**config.mk**
```make
export PLATFORM = sky130hd
export DESIGN_NAME = ysyx_22040127_ifu_flat
export DESIGN_NICKNAME = d
export VERILOG_FILES = /design/src/rtl/ysyx_22040127_pkg.sv /design/src/rtl/ysyx_22040127_ifu_if.sv /design/src/rtl/ysyx_22040127_ifu_fifo.sv /design/src/rtl/ysyx_22040127_ifu.sv /design/src/flat_wrapper.sv
export SDC_FILE = /design/constraint.sdc
export NUM_CORES = 1
export LEC_CHECK = 0
export BUFFER_PORTS_ARGS = -buffer_cell sky130_fd_sc_hd__buf_2
export CAP_MARGIN = 20
export CORE_MARGIN = 3
export CORE_UTILIZATION = 50
export DETAILED_ROUTE_END_ITERATION = 8
export PLACE_DENSITY_LB_ADDON = 0.15
export SLEW_MARGIN = 40
export SYNTH_ARGS = -nofsm -noshare
export SYNTH_HDL_FRONTEND = slang
export SYNTH_SLANG_ARGS = --single-unit
```
**constraint.sdc**
```tcl
create_clock -name clk -period 23.7 [get_ports clk]
set_input_delay 4.74 -clock clk [delete_from_list [all_inputs] [get_ports clk]]
set_output_delay 4.74 -clock clk [all_outputs]
set_load 0.02 [all_outputs]
```
**src/rtl/ysyx_22040127_pkg.sv**
```systemverilog
// Shared types and helpers for the instruction fetch unit.
// The lane and offset helpers are derived from the memory bus width.
package ysyx_22040127_pkg;

  localparam logic [31:0] RESET_PC_DEFAULT = 32'h8000_0000;

  typedef enum logic [1:0] {
    StFetch,
    StWait,
    StDrop
  } ifu_state_e;

  typedef struct packed {
    logic [31:0] inst;
    logic [31:0] pc;
  } inst_entry_t;

  function automatic int unsigned lane_count(int unsigned bus_w);
    return bus_w / 32;
  endfunction

  function automatic int unsigned off_width(int unsigned bus_w);
    return $clog2(bus_w / 8);
  endfunction

endpackage

```
**src/rtl/ysyx_22040127_ifu_if.sv**
```systemverilog
// Fetch unit channels: memory request/response, redirect from execute and decode handoff.
// The master modport is the fetch unit's view of these channels.
interface ysyx_22040127_ifu_if #(
  parameter int unsigned BUS_W = 64
);
  logic             req_valid;
  logic             req_ready;
  logic [31:0]      req_addr;
  logic             rsp_valid;
  logic [BUS_W-1:0] rsp_data;
  logic             redirect_valid;
  logic [31:0]      redirect_pc;
  logic             inst_valid;
  logic             inst_ready;
  logic [31:0]      inst;
  logic [31:0]      inst_pc;

  modport master (
    output req_valid, req_addr, inst_valid, inst, inst_pc,
    input  req_ready, rsp_valid, rsp_data, redirect_valid, redirect_pc, inst_ready
  );

  modport slave (
    input  req_valid, req_addr, inst_valid, inst, inst_pc,
    output req_ready, rsp_valid, rsp_data, redirect_valid, redirect_pc, inst_ready
  );
endinterface

```
**src/rtl/ysyx_22040127_ifu_fifo.sv**
```systemverilog
// Instruction buffer: up to PUSH_N pushes and one pop per cycle, flush wins over both.
// Circular storage; free_cnt lets the producer avoid overflow.
module ysyx_22040127_ifu_fifo
  import ysyx_22040127_pkg::*;
#(
  parameter int unsigned DEPTH  = 4,
  parameter int unsigned PUSH_N = 2
) (
  input  logic                             clk,
  input  logic                             rst,
  input  logic                             flush,
  input  logic [$clog2(PUSH_N+1)-1:0]      push_cnt,
  input  inst_entry_t                      push_data [PUSH_N],
  input  logic                             pop,
  output inst_entry_t                      head,
  output logic                             empty,
  output logic [$clog2(DEPTH+1)-1:0]       free_cnt
);
  localparam int unsigned PTR_W = (DEPTH > 1) ? $clog2(DEPTH) : 1;
  localparam int unsigned CNT_W = $clog2(DEPTH + 1);

  inst_entry_t      mem_q [DEPTH];
  logic [PTR_W-1:0] wr_ptr_q, wr_ptr_d;
  logic [PTR_W-1:0] rd_ptr_q, rd_ptr_d;
  logic [CNT_W-1:0] count_q, count_d;
  logic             do_pop;

  function automatic logic [PTR_W-1:0] ptr_add(logic [PTR_W-1:0] p, int unsigned n);
    return PTR_W'((32'(p) + n) % DEPTH);
  endfunction

  assign empty    = (count_q == '0);
  assign do_pop   = pop && !empty;
  assign head     = mem_q[rd_ptr_q];
  assign free_cnt = CNT_W'(DEPTH) - count_q;

  always_comb begin
    wr_ptr_d = ptr_add(wr_ptr_q, 32'(push_cnt));
    rd_ptr_d = do_pop ? ptr_add(rd_ptr_q, 1) : rd_ptr_q;
    count_d  = count_q + CNT_W'(push_cnt) - CNT_W'(do_pop);
    if (flush) begin
      wr_ptr_d = '0;
      rd_ptr_d = '0;
      count_d  = '0;
    end
  end

  always_ff @(posedge clk or negedge rst) begin
    if (!rst) begin
      wr_ptr_q <= '0;
      rd_ptr_q <= '0;
      count_q  <= '0;
    end else begin
      wr_ptr_q <= wr_ptr_d;
      rd_ptr_q <= rd_ptr_d;
      count_q  <= count_d;
    end
  end

  always_ff @(posedge clk) begin
    if (!flush) begin
      for (int unsigned j = 0; j < PUSH_N; j++) begin
        if (j < 32'(push_cnt)) begin
          mem_q[ptr_add(wr_ptr_q, j)] <= push_data[j];
        end
      end
    end
  end

endmodule

```
**src/rtl/ysyx_22040127_ifu.sv**
```systemverilog
// Instruction fetch unit: one outstanding bus request, wide responses split into 32-bit
// lanes and buffered for decode; redirects flush the buffer and drop stale responses.
module ysyx_22040127_ifu
  import ysyx_22040127_pkg::*;
#(
  parameter int unsigned BUS_W    = 64,
  parameter int unsigned DEPTH    = 4,
  parameter logic [31:0] RESET_PC = RESET_PC_DEFAULT
) (
  input  logic                 clk,
  input  logic                 rst,
  ysyx_22040127_ifu_if.master  bus
);
  localparam int unsigned L          = lane_count(BUS_W);
  localparam int unsigned OFF_W      = off_width(BUS_W);
  localparam logic [31:0] OFF_MASK   = 32'((1 << OFF_W) - 1);
  localparam logic [31:0] LINE_BYTES = 32'(BUS_W / 8);
  localparam int unsigned PCW        = $clog2(L + 1);
  localparam int unsigned CNT_W      = $clog2(DEPTH + 1);

  ifu_state_e       state_q, state_d;
  logic [31:0]      fetch_pc_q, fetch_pc_d;
  logic             en_q;
  logic [31:0]      aligned_pc;
  logic [31:0]      lane_start;
  logic             req_fire;
  logic             push;
  logic [PCW-1:0]   push_cnt;
  inst_entry_t      push_data [L];
  inst_entry_t      head;
  logic             empty;
  logic [CNT_W-1:0] free_cnt;

  assign aligned_pc    = fetch_pc_q & ~OFF_MASK;
  assign lane_start    = (fetch_pc_q & OFF_MASK) >> 2;
  assign bus.req_addr  = aligned_pc;
  // en_q holds off the first request until one edge after reset release
  assign bus.req_valid = en_q && (state_q == StFetch) && (free_cnt >= CNT_W'(L));
  assign req_fire      = bus.req_valid && bus.req_ready;
  assign push          = (state_q == StWait) && bus.rsp_valid && !bus.redirect_valid;

  // Lanes lane_start..L-1 are packed into push slots 0.. in ascending order
  always_comb begin
    push_cnt = push ? PCW'(L - lane_start) : '0;
    for (int unsigned j = 0; j < L; j++) begin
      push_data[j] = '0;
      if (j + lane_start < L) begin
        push_data[j].inst = bus.rsp_data[32*(j+lane_start) +: 32];
        push_data[j].pc   = aligned_pc + 32'(4 * (j + lane_start));
      end
    end
  end

  always_comb begin
    state_d    = state_q;
    fetch_pc_d = fetch_pc_q;
    unique case (state_q)
      StFetch: if (req_fire) state_d = StWait;
      StWait: begin
        if (bus.rsp_valid) begin
          state_d    = StFetch;
          fetch_pc_d = aligned_pc + LINE_BYTES;
        end
      end
      StDrop:  if (bus.rsp_valid) state_d = StFetch;
      default: state_d = StFetch;
    endcase
    if (bus.redirect_valid) begin
      fetch_pc_d = bus.redirect_pc & ~32'h3;
      // Go to DROP whenever a request is still in flight after this edge
      unique case (state_q)
        StFetch:        state_d = req_fire ? StDrop : StFetch;
        StWait, StDrop: state_d = bus.rsp_valid ? StFetch : StDrop;
        default:        state_d = StFetch;
      endcase
    end
  end

  always_ff @(posedge clk or negedge rst) begin
    if (!rst) begin
      state_q    <= StFetch;
      fetch_pc_q <= RESET_PC;
      en_q       <= 1'b0;
    end else begin
      state_q    <= state_d;
      fetch_pc_q <= fetch_pc_d;
      en_q       <= 1'b1;
    end
  end

  ysyx_22040127_ifu_fifo #(
    .DEPTH  (DEPTH),
    .PUSH_N (L)
  ) u_fifo (
    .clk       (clk),
    .rst       (rst),
    .flush     (bus.redirect_valid),
    .push_cnt  (push_cnt),
    .push_data (push_data),
    .pop       (bus.inst_ready),
    .head      (head),
    .empty     (empty),
    .free_cnt  (free_cnt)
  );

  assign bus.inst_valid = !empty;
  assign bus.inst       = head.inst;
  assign bus.inst_pc    = head.pc;

endmodule

```
**src/flat_wrapper.sv**
```systemverilog
// flat-port wrapper written by rule: the top's interface ports become plain ports
module ysyx_22040127_ifu_flat import ysyx_22040127_pkg::*;
#(
  parameter int unsigned BUS_W    = 64,
  parameter int unsigned DEPTH    = 4,
  parameter logic [31:0] RESET_PC = RESET_PC_DEFAULT
)
  (clk, rst, bus_req_valid, bus_req_addr, bus_inst_valid, bus_inst, bus_inst_pc, bus_req_ready, bus_rsp_valid, bus_rsp_data, bus_redirect_valid, bus_redirect_pc, bus_inst_ready);
  ysyx_22040127_ifu_if #(.BUS_W(BUS_W)) bus_i ();
  input  logic clk;
  input  logic rst;
  output wire logic [$bits(bus_i.req_valid)-1:0] bus_req_valid;
  output wire logic [$bits(bus_i.req_addr)-1:0] bus_req_addr;
  output wire logic [$bits(bus_i.inst_valid)-1:0] bus_inst_valid;
  output wire logic [$bits(bus_i.inst)-1:0] bus_inst;
  output wire logic [$bits(bus_i.inst_pc)-1:0] bus_inst_pc;
  input wire logic [$bits(bus_i.req_ready)-1:0] bus_req_ready;
  input wire logic [$bits(bus_i.rsp_valid)-1:0] bus_rsp_valid;
  input wire logic [$bits(bus_i.rsp_data)-1:0] bus_rsp_data;
  input wire logic [$bits(bus_i.redirect_valid)-1:0] bus_redirect_valid;
  input wire logic [$bits(bus_i.redirect_pc)-1:0] bus_redirect_pc;
  input wire logic [$bits(bus_i.inst_ready)-1:0] bus_inst_ready;
  assign bus_req_valid = bus_i.req_valid;
  assign bus_req_addr = bus_i.req_addr;
  assign bus_inst_valid = bus_i.inst_valid;
  assign bus_inst = bus_i.inst;
  assign bus_inst_pc = bus_i.inst_pc;
  assign bus_i.req_ready = bus_req_ready;
  assign bus_i.rsp_valid = bus_rsp_valid;
  assign bus_i.rsp_data = bus_rsp_data;
  assign bus_i.redirect_valid = bus_redirect_valid;
  assign bus_i.redirect_pc = bus_redirect_pc;
  assign bus_i.inst_ready = bus_inst_ready;
  ysyx_22040127_ifu #(.BUS_W(BUS_W), .DEPTH(DEPTH), .RESET_PC(RESET_PC)) u_core (.clk(clk), .rst(rst), .bus(bus_i));
endmodule
```
; ---- Word-level counts from Yosys, hierarchy flattened
; Memory sizes are Yosys's and may differ from the RTL's.
; Index checks and enable logic that the tools add are counted.
; Widths: inputs -> output; s select.
[op_classes]
reduce_logical = 16
order_cmp = 5
multipliers = 0
shift = 2
eq_ne = 4
add_sub_neg = 11
bitwise_logic = 0
muxes = 23
div_mod_pow = 0
[op_table]
columns = operator, n
row1 = $mux 64, 2
row2 = $mux 32, 3
row3 = $shiftx 64x33->32, 1
row4 = $shiftx 64x7->32, 1
row5 = $add 32x3->32, 1
row6 = $add 32x32->32, 1
row7 = $add 32x4->32 const B, 1
row8 = $lt 32x2->1 const B, 1
row9 = $mux 2, 9
row10 = $pmux 2 s2, 2
row11 = $logic_and 1x1->1, 6
row12 = $mux 1, 6
row13 = $reduce_bool 2->1, 3
row14 = $add 2x1->2 const B, 2
row15 = $lt 1x2->1 const A, 2
row16 = $reduce_and 2->1, 2
row17 = $add 3x2->3, 1
row18 = $ge 3x2->1 const B, 1
row19 = $logic_not 3->1, 1
row20 = $mux 3, 1
row21 = $ne 3x1->1 const B, 1
row22 = $ne 3x2->1 const B, 1
row23 = $sub 3x1->3, 1
row24 = $sub 3x3->3 const A, 1
row25 = other kinds (9), 10
[word_totals]
output_inout_bits = 98
register_bits = 42
latchBits = 0
ramBits = 256
mem_bits_ro = 0
n_memories = 1
wordCells = 68
input_bits = 102
[memory_table]
columns = name, words, width, rd, rd_clocked_by_memory_dff, write_ports, line
row1 = u_core.u_fifo.mem_q, 4, 64, 1, 0, 2, ysyx_22040127_ifu_fifo.sv:22  ; inst_entry_t mem_q [DEPTH];

; ---- Depth between registers and ports, before layout
; Gate-level depths: netlist of the first run.
[depth]
ltp_word = 8
mapped_depth = 11
ltp_nobuf = 11

; ---- By module
; Synthesis of the first run repeated with hierarchy kept, for this count alone.
[unflattened]
hier_cells = 1055
hier_area_um2 = 15874.0
[by_module_without_submodules]
columns = module, area_per_inst_um2, seq_area_each_um2, cells_per_inst, n_inst
row1 = ysyx_22040127_ifu_fifo, 12764.7, 7862.5, 668, 1
row2 = ysyx_22040127_ifu, 3109.2, 827.0, 387, 1

; ---- Worst setup path after synthesis of the first run
; OpenSTA, ideal clock, no wires.
[synth_path]
path_type = input port to flip-flop
from = input bus_redirect_valid
to = memory u_core.u_fifo.mem_q[1][10] (netlist bit), enable pin
setup_slack_ps = 11230
stages = 4
setup_time_ps = 657
t_required_ps = 23043
path_buffers = 3
arrival_time_ps = 11813
path_cell_list = clkbuf_1 > clkbuf_1 > buf_1 > nor4b_1
[synth_lines]
columns = element, line
row1 = "start, declared", flat_wrapper.sv:20  ; input wire logic [$bits(bus_i.redirect_valid)-1:0] bus_redirect_valid;
row2 = "end, declared", ysyx_22040127_ifu_fifo.sv:22

; ---- Worst setup path after layout of the first run
[layout_path]
from = register u_core.u_fifo.rd_ptr_q[0]
to = output bus_inst_pc[19]
[layout_via]
elab_chain_len = 1
[layout_rtl]
columns = element, line
row1 = "start, declared", ysyx_22040127_ifu_fifo.sv:24  ; logic [PTR_W-1:0] rd_ptr_q, rd_ptr_d;
row2 = "start signal, assigned", ysyx_22040127_ifu_fifo.sv:55  ; rd_ptr_q <= rd_ptr_d;
row3 = $mem_v2 4x64, --
row4 = "end, declared", flat_wrapper.sv:16  ; output wire logic [$bits(bus_i.inst_pc)-1:0] bus_inst_pc;
; No other way between the ends.

==> flow_summary_export.csv, run 1 <==
group,metric,value,unit
outcome,status,"finished, final reports clean",
cells_and_area,finish.utilization,58.6,%
cells_and_area,final_cell_mix,"248 x edfxtp_1, 191 x buf_2, 128 x mux2_2",
die,initial_core_util,51.5,%
cts,htree_levels,2,
cts,clk_latency,0.50,ns
cells_and_area,multi_input_area,5300,um^2
critical_path,path_class,"reg2out",
routing,wire_per_inst,21.6,um
critical_path,cp-startpoint,"u_core.u_fifo.rd_ptr_q[0]",
timing,setup_violations,0,
cts,numCtsBuffers,34,
synth,ys_seq_area_share,58.2,%
power,ir_worst_vdd,0.0000619,V
hold_path,worstHoldStart,"u_core.state_q[1]",
die,die_y,176,um
timing,relSlewSlack,50.0,%
routing,viasPerCell,5.65,
timing,period_minus_slack,7.43,ns
power,pwr-share-comb,24.5,%
power,p_per_area,88.3,nW/um^2
power,pwr-share-clk,33.2,%
cts,postCtsSetupRepairBufs,0,
cells_and_area,drive_gt1_share,41.2,%
timing,fin_setup_tns,0,ns
die,dieArea,31100,um^2
power,power.share.sequential,42.4,%
synth,synth_edf_count,248,
cells_and_area,instances_no_fill,1518,
timing,fmaxAchievable,135,MHz
cells_and_area,final_common_cell,"edfxtp_1",
global_routing,overflow,0,
cells_and_area,antenna_cells,0,
timing,final_max_slew_viol_count,0,
cells_and_area,nets,1229,
cts,cts.clk_slew.worst_paths,0.05,ns
cts,cts_tree,"built",
critical_path,critPathArrivalTime,2.69,ns
routing,drc,0,
synth,synth_seq_cells,288,
critical_path,cp-start-kind,"flop",
routing,drtIter0Drc,634,
timing,fin_crit_sh,31.3,%
timing,tightest_slew,0.744,ns
power,swShare,29.0,%
place,portBuffers,192,
run,maxCapViolCount,0,
timing,rsz0062_at_grt,"false",
place,dp_hpwl,20500,um
cells_and_area,seqCellArea,8460,um^2
die,core_area,28200,um^2
synth,avgSynthCellArea,14.1,um^2
critical_path,r2r_slack,20.59,ns
timing,finClkSkew,0.0159,ns
critical_path,crit_fanout,48,
critical_path,crit_path_end_kind,"output pin",
critical_path,r2r_end,"u_core.u_fifo.mem_q[0][31]",
synth,synth_warnings,0,
critical_path,crit_end,"bus_inst_pc[19]",
global_routing,grt_pass1_vias,8704,
global_routing,antenna_found_initial,0,
power,p_sw,423,uW
power,p_leak,5.74,nW
place,dp.cells,1457,
global_routing,grt_max_degree,67,
routing,dr_total_vias,8583,
cts,clockBufferDepth,3,
cts,hold_buffers,0,
synth,syn-cell-area,14500,um^2
routing,routed_wl,32700,um
cts,clock_sinks,288,
synth,synth_cell_types,52,
routing,drtAntennaViolNets,0,
cts,cts_resized,0,
cells_and_area,area_growth,13.8,%
hold_path,hold_path_depth,2,
die,die_x,176,um
cells_and_area,fillers,2217,
synth,synth_flop_cell,"edfxtp_1",
place,place.gp.congestion,0.790,
critical_path,r2r_start,"u_core.fetch_pc_q[2]",
synth,synth-async-reset-ratio,13.9,%
die,ios,200,
cts,cts-root-buf,"clkbuf_16",
hold_path,hp-class,"reg2reg",
synth,synthCells,1029,
routing,first_pass_iters,5,
global_routing,grt_pass1_wl,50600,um
die,num_rows,61,
timing,hold_viol_final,0,
critical_path,critPathRequiredTime,18.96,ns
critical_path,worst_r2r_path_depth,6,
power,internal_power,1.04,mW
global_routing,grt_usage,21.1,%
cell type report:
type | instances | area share, %
Timing Repair Buffer | 209 | 7.05
Sequential cell | 288 | 51.2
Clock inverter | 11 | 0.311
Inverter | 20 | 0.455
Tap cell | 378 | 2.86
Clock buffer | 50 | 6.02
Multi-Input combinational cell | 562 | 32.1
registers in the layout, indices dropped and copies added, names as in the netlist:
register                cells
u_core.fetch_pc_q          30
u_core.u_fifo.mem_q       248
u_core.u_fifo.rd_ptr_q      2
u_core.en_q                 1
u_core.u_fifo.wr_ptr_q      2
u_core.state_q              2
u_core.u_fifo.count_q       3
power groups by stage:
stage	Clock, mW	Sequential, mW	Combinational, mW
final	0.484	0.618	0.357
after CTS	0.494	0.618	0.364
after floorplan	0	0.599	0.290
after detailed placement	0	0.628	0.362
after global placement	0	0.632	0.353
after global routing	0.516	0.622	0.387
metrics by stage:
| step | power, mW | setup WS, ns | cell area, um^2 | hold slack [ns] |
|---|---|---|---|---|
| 4_1_cts | 1.48 | 16.18 | 16500 | 0.593 |
| 5_1_grt | 1.52 | 16.11 | 16500 | 0.619 |
| 2_1_floorplan | 0.889 | 11.23 | 14500 | 0.549 |
| 3_5_place_dp | 0.990 | 16.51 | 15500 | 0.586 |
| 6_report | 1.46 | 16.27 | 16500 | 0.601 |
| 3_3_place_gp | 0.985 | 16.18 | 15300 | 0.575 |
cell usage after synthesis, drive strengths merged (11+ instances only):
| master | count | share of area, % |
|---|---|---|
| mux4 | 62 | 9.6 |
| mux2 | 128 | 9.9 |
| edfxtp | 248 | 51 |
| buf | 72 | 3.1 |
| clkbuf | 91 | 2.4 |
| nor3 | 18 | 0.62 |
| nand4 | 33 | 1.6 |
| ha | 11 | 0.95 |
| nand2 | 71 | 1.8 |
| nand3 | 20 | 0.69 |
| nor2 | 27 | 0.70 |
| dfrtp | 39 | 6.7 |
| o21ai | 21 | 0.72 |
| xnor2 | 56 | 3.4 |
| inv | 20 | 0.52 |
| xor2 | 19 | 1.1 |
metal layers:
layer  wire length (um)  global-route usage (%)  vias to the layer above  share of wire (%)
met3               2080                    3.10                       46                6.4
met1              14200                    29.9                     4265                 43
li1                   -                       -                     3969                  -
met4                688                    5.53                        0                2.1
met5                  0                       0                        -                  0
met2              15700                    34.5                      303                 48
worst min-delay path by stage:
stage / to / slack, ns
final: u_core.state_q[1] / 0.60
after global routing: u_core.state_q[1] / 0.62
after CTS: u_core.state_q[1] / 0.59
after detailed placement: u_core.state_q[1] / 0.59
after global placement: u_core.state_q[1] / 0.57
after floorplan: u_core.state_q[1] / 0.55
critical path, cell delays in order (launching register included):
cell	delay, ns
dfrtp_4	0.69
buf_6	0.64
mux4_2	0.65
buf_2	0.19
kinds of logic after synthesis:
family                   Yosys count  share of synthesized area, %
XOR/XNOR                          75                          4.53
AND/OR/NAND/NOR                  222                          7.99
adder cells (fa/ha/maj)           12                          1.09
multiplexers                     191                          19.6
AO/OA/AOI/OAI                     56                          2.46
flip-flops                       288                          58.2
other                              2                        0.0518
buffers and inverters            183                          6.03
Power figures use the tool's default switching activity.
==> run 2, diff against run 1 <==
==> constraint.sdc (replaced) <==
create_clock -name clk -period 6.2 [get_ports clk]
set_input_delay 1.24 -clock clk [delete_from_list [all_inputs] [get_ports clk]]
set_output_delay 1.24 -clock clk [all_outputs]
set_load 0.02 [all_outputs]
==> run 2 against run 1 <==
  * Global-route usage increased by 0.25 points
  * Clock power grew to 3.7 times the previous value
  * Via count up 0.72%
  * Final cell count barely moved
  * Register-to-register slack worse by 18 ns
  * Sequential cell count unchanged
  * Worst hold slack lost 0.021 ns
  * Critical path depth unchanged
  * Power grew to 3.8 times the previous value
  * Cell area down 0.11%
  * Critical path type unchanged
  * Largest power group unchanged
==> flow_summary_export.csv, run 2 (synthesis results as in run 1) <==
group,metric,value,unit
outcome,status,"finished, final reports clean",
place,place.gp.congestion,0.786,
hold_path,hp-class,"reg2reg",
routing,viasPerCell,5.70,
critical_path,cp-start-kind,"flop",
die,initial_core_util,51.5,%
cts,hold_buffers,0,
timing,setup_violations,0,
routing,drtAntennaViolNets,0,
power,p_per_area,334,nW/um^2
routing,first_pass_iters,5,
critical_path,critPathArrivalTime,2.71,ns
cells_and_area,drive_gt1_share,41.4,%
cells_and_area,antenna_cells,0,
cts,clk_latency,0.56,ns
cts,cts_tree,"built",
global_routing,grt_usage,21.3,%
power,p_total,5.52,mW
cells_and_area,reg_top3,"u_core.u_fifo.mem_q: 248 flops, u_core.fetch_pc_q: 30 flops, u_core.u_fifo.count_q: 3 flops",
cells_and_area,regMostFlops,"u_core.u_fifo.mem_q",
global_routing,antenna_found_initial,0,
die,die_y,176,um
place,portBuffers,192,
critical_path,crit_fanout,32,
run,maxCapViolCount,0,
timing,setup_slack,2.25,ns
timing,period_minus_slack,3.95,ns
cells_and_area,largest_reg_flops,248,
cells_and_area,instances_no_fill,1517,
timing,finClkSkew,0.0150,ns
die,dieArea,31100,um^2
place,dp.cells,1459,
timing,fin_crit_sh,63.7,%
global_routing,overflow,0,
critical_path,r2r_start,"u_core.fetch_pc_q[2]",
cells_and_area,multi_input_area,5310,um^2
cts,cts-root-buf,"clkbuf_16",
global_routing,grt_max_degree,66,
timing,fin_setup_tns,0,ns
routing,dr_total_vias,8645,
global_routing,grt_pass1_wl,51300,um
cts,cts.clk_slew.worst_paths,0.06,ns
cts,cts_resized,0,
timing,rsz0062_at_grt,"false",
routing,drc,0,
cts,clockBufferDepth,3,
cells_and_area,area_growth,13.7,%
timing,tightest_slew,0.821,ns
routing,wire_per_inst,21.9,um
timing,fmaxAchievable,253,MHz
cells_and_area,final_cell_mix,"248 x edfxtp_1, 191 x buf_2, 128 x mux2_2",
place,preCtsSetupSlack,2.43,ns
cts,clock_sinks,288,
cts,numCtsBuffers,31,
critical_path,path_class,"reg2out",
hold_path,worstHoldStart,"u_core.state_q[1]",
critical_path,cp-startpoint,"u_core.u_fifo.rd_ptr_q[0]",
cts,htree_levels,1,
die,num_rows,61,
cells_and_area,final_common_cell,"edfxtp_1",
timing,final_max_slew_viol_count,0,
die,die_x,176,um
die,core_area,28200,um^2
place,dp_hpwl,21000,um
cells_and_area,seqCellArea,8460,um^2
critical_path,crit_path_end_kind,"output pin",
routing,drtIter0Drc,558,
timing,holdWs,0.580,ns
routing,routed_wl,33300,um
die,ios,200,
global_routing,grt_pass1_vias,8998,
power,p_leak,5.73,nW
critical_path,critPathRequiredTime,4.96,ns
cells_and_area,fillers,2255,
timing,hold_viol_final,0,
cells_and_area,nets,1229,
power,ir_worst_vdd,0.000215,V
cts,postCtsSetupRepairBufs,0,
timing,relSlewSlack,44.8,%
==> run 2: cell types whose count changed in the layout (fill, tap and decap cells not counted) <==
cell,previous run,this run
clkinvlp_4,0,1
nor4b_4,0,1
bufinv_16,0,2
nor4b_2,1,0
clkbuf_1,11,10
clkinv_2,4,3
clkbuf_16,37,31
clkinv_1,6,5
clkbuf_8,2,4
buf_4,10,13
buf_12,5,7
buf_6,3,1
==> run 2: critical path, stage by stage, from the launching register on <==
cell	delay, ns
dfrtp_4	0.91
buf_4	0.47
mux4_2	0.58
buf_2	0.18
==> run 2: cell type report <==
class                      count  area share [%]
inverter                      20           0.455
sequential                   288            51.3
timing repair buffer         212            7.30
tap                          378            2.87
multi-input combinational    562            32.2
clock buffer                  45            5.26
clock inverter                12           0.667
==> run 2: stage by stage <==
step	instance area, um^2	utilization, %
after global placement	15400	54.5
after global routing	16500	58.6
final	16500	58.6
after floorplan	14500	-
after CTS	16500	58.5
after detailed placement	15500	55.0
==> run 2: path summary, 6_finish.rpt <==
kind	to	slack [ns]	depth (start not counted)
setup / recovery	bus_inst_pc[15]	2.25	3
hold / removal	u_core.state_q[1]	0.58	2
setup reg to reg	u_core.u_fifo.mem_q[3][25]	3.02	7
hold reg to reg	u_core.state_q[1]	0.58	2
max in group asynchronous	u_core.u_fifo.rd_ptr_q[0]	5.08	1
min in group asynchronous	u_core.fetch_pc_q[30]	0.67	1
==> run 2: metal layers <==
layer / global-route usage (%) / wire, um / up-vias / share of wire (%)
met3: 2.75 / 2010 / 49 / 6.0
li1: - / - / 3958 / -
met4: 5.66 / 738 / 0 / 2.2
met2: 35.0 / 15800 / 290 / 48
met1: 30.5 / 14700 / 4348 / 44
met5: 0 / 0 / - / 0
==> run 2: where the power goes <==
| group | leakage, nW | total [mW] | internal [mW] | switching [mW] |
|---|---|---|---|---|
| Combinational | 2.54 | 1.36 | 0.637 | 0.726 |
| Clock | 0.475 | 1.78 | 1.05 | 0.736 |
| Sequential | 2.72 | 2.37 | 2.22 | 0.155 |
| Total | 5.73 | 5.52 | 3.90 | 1.62 |
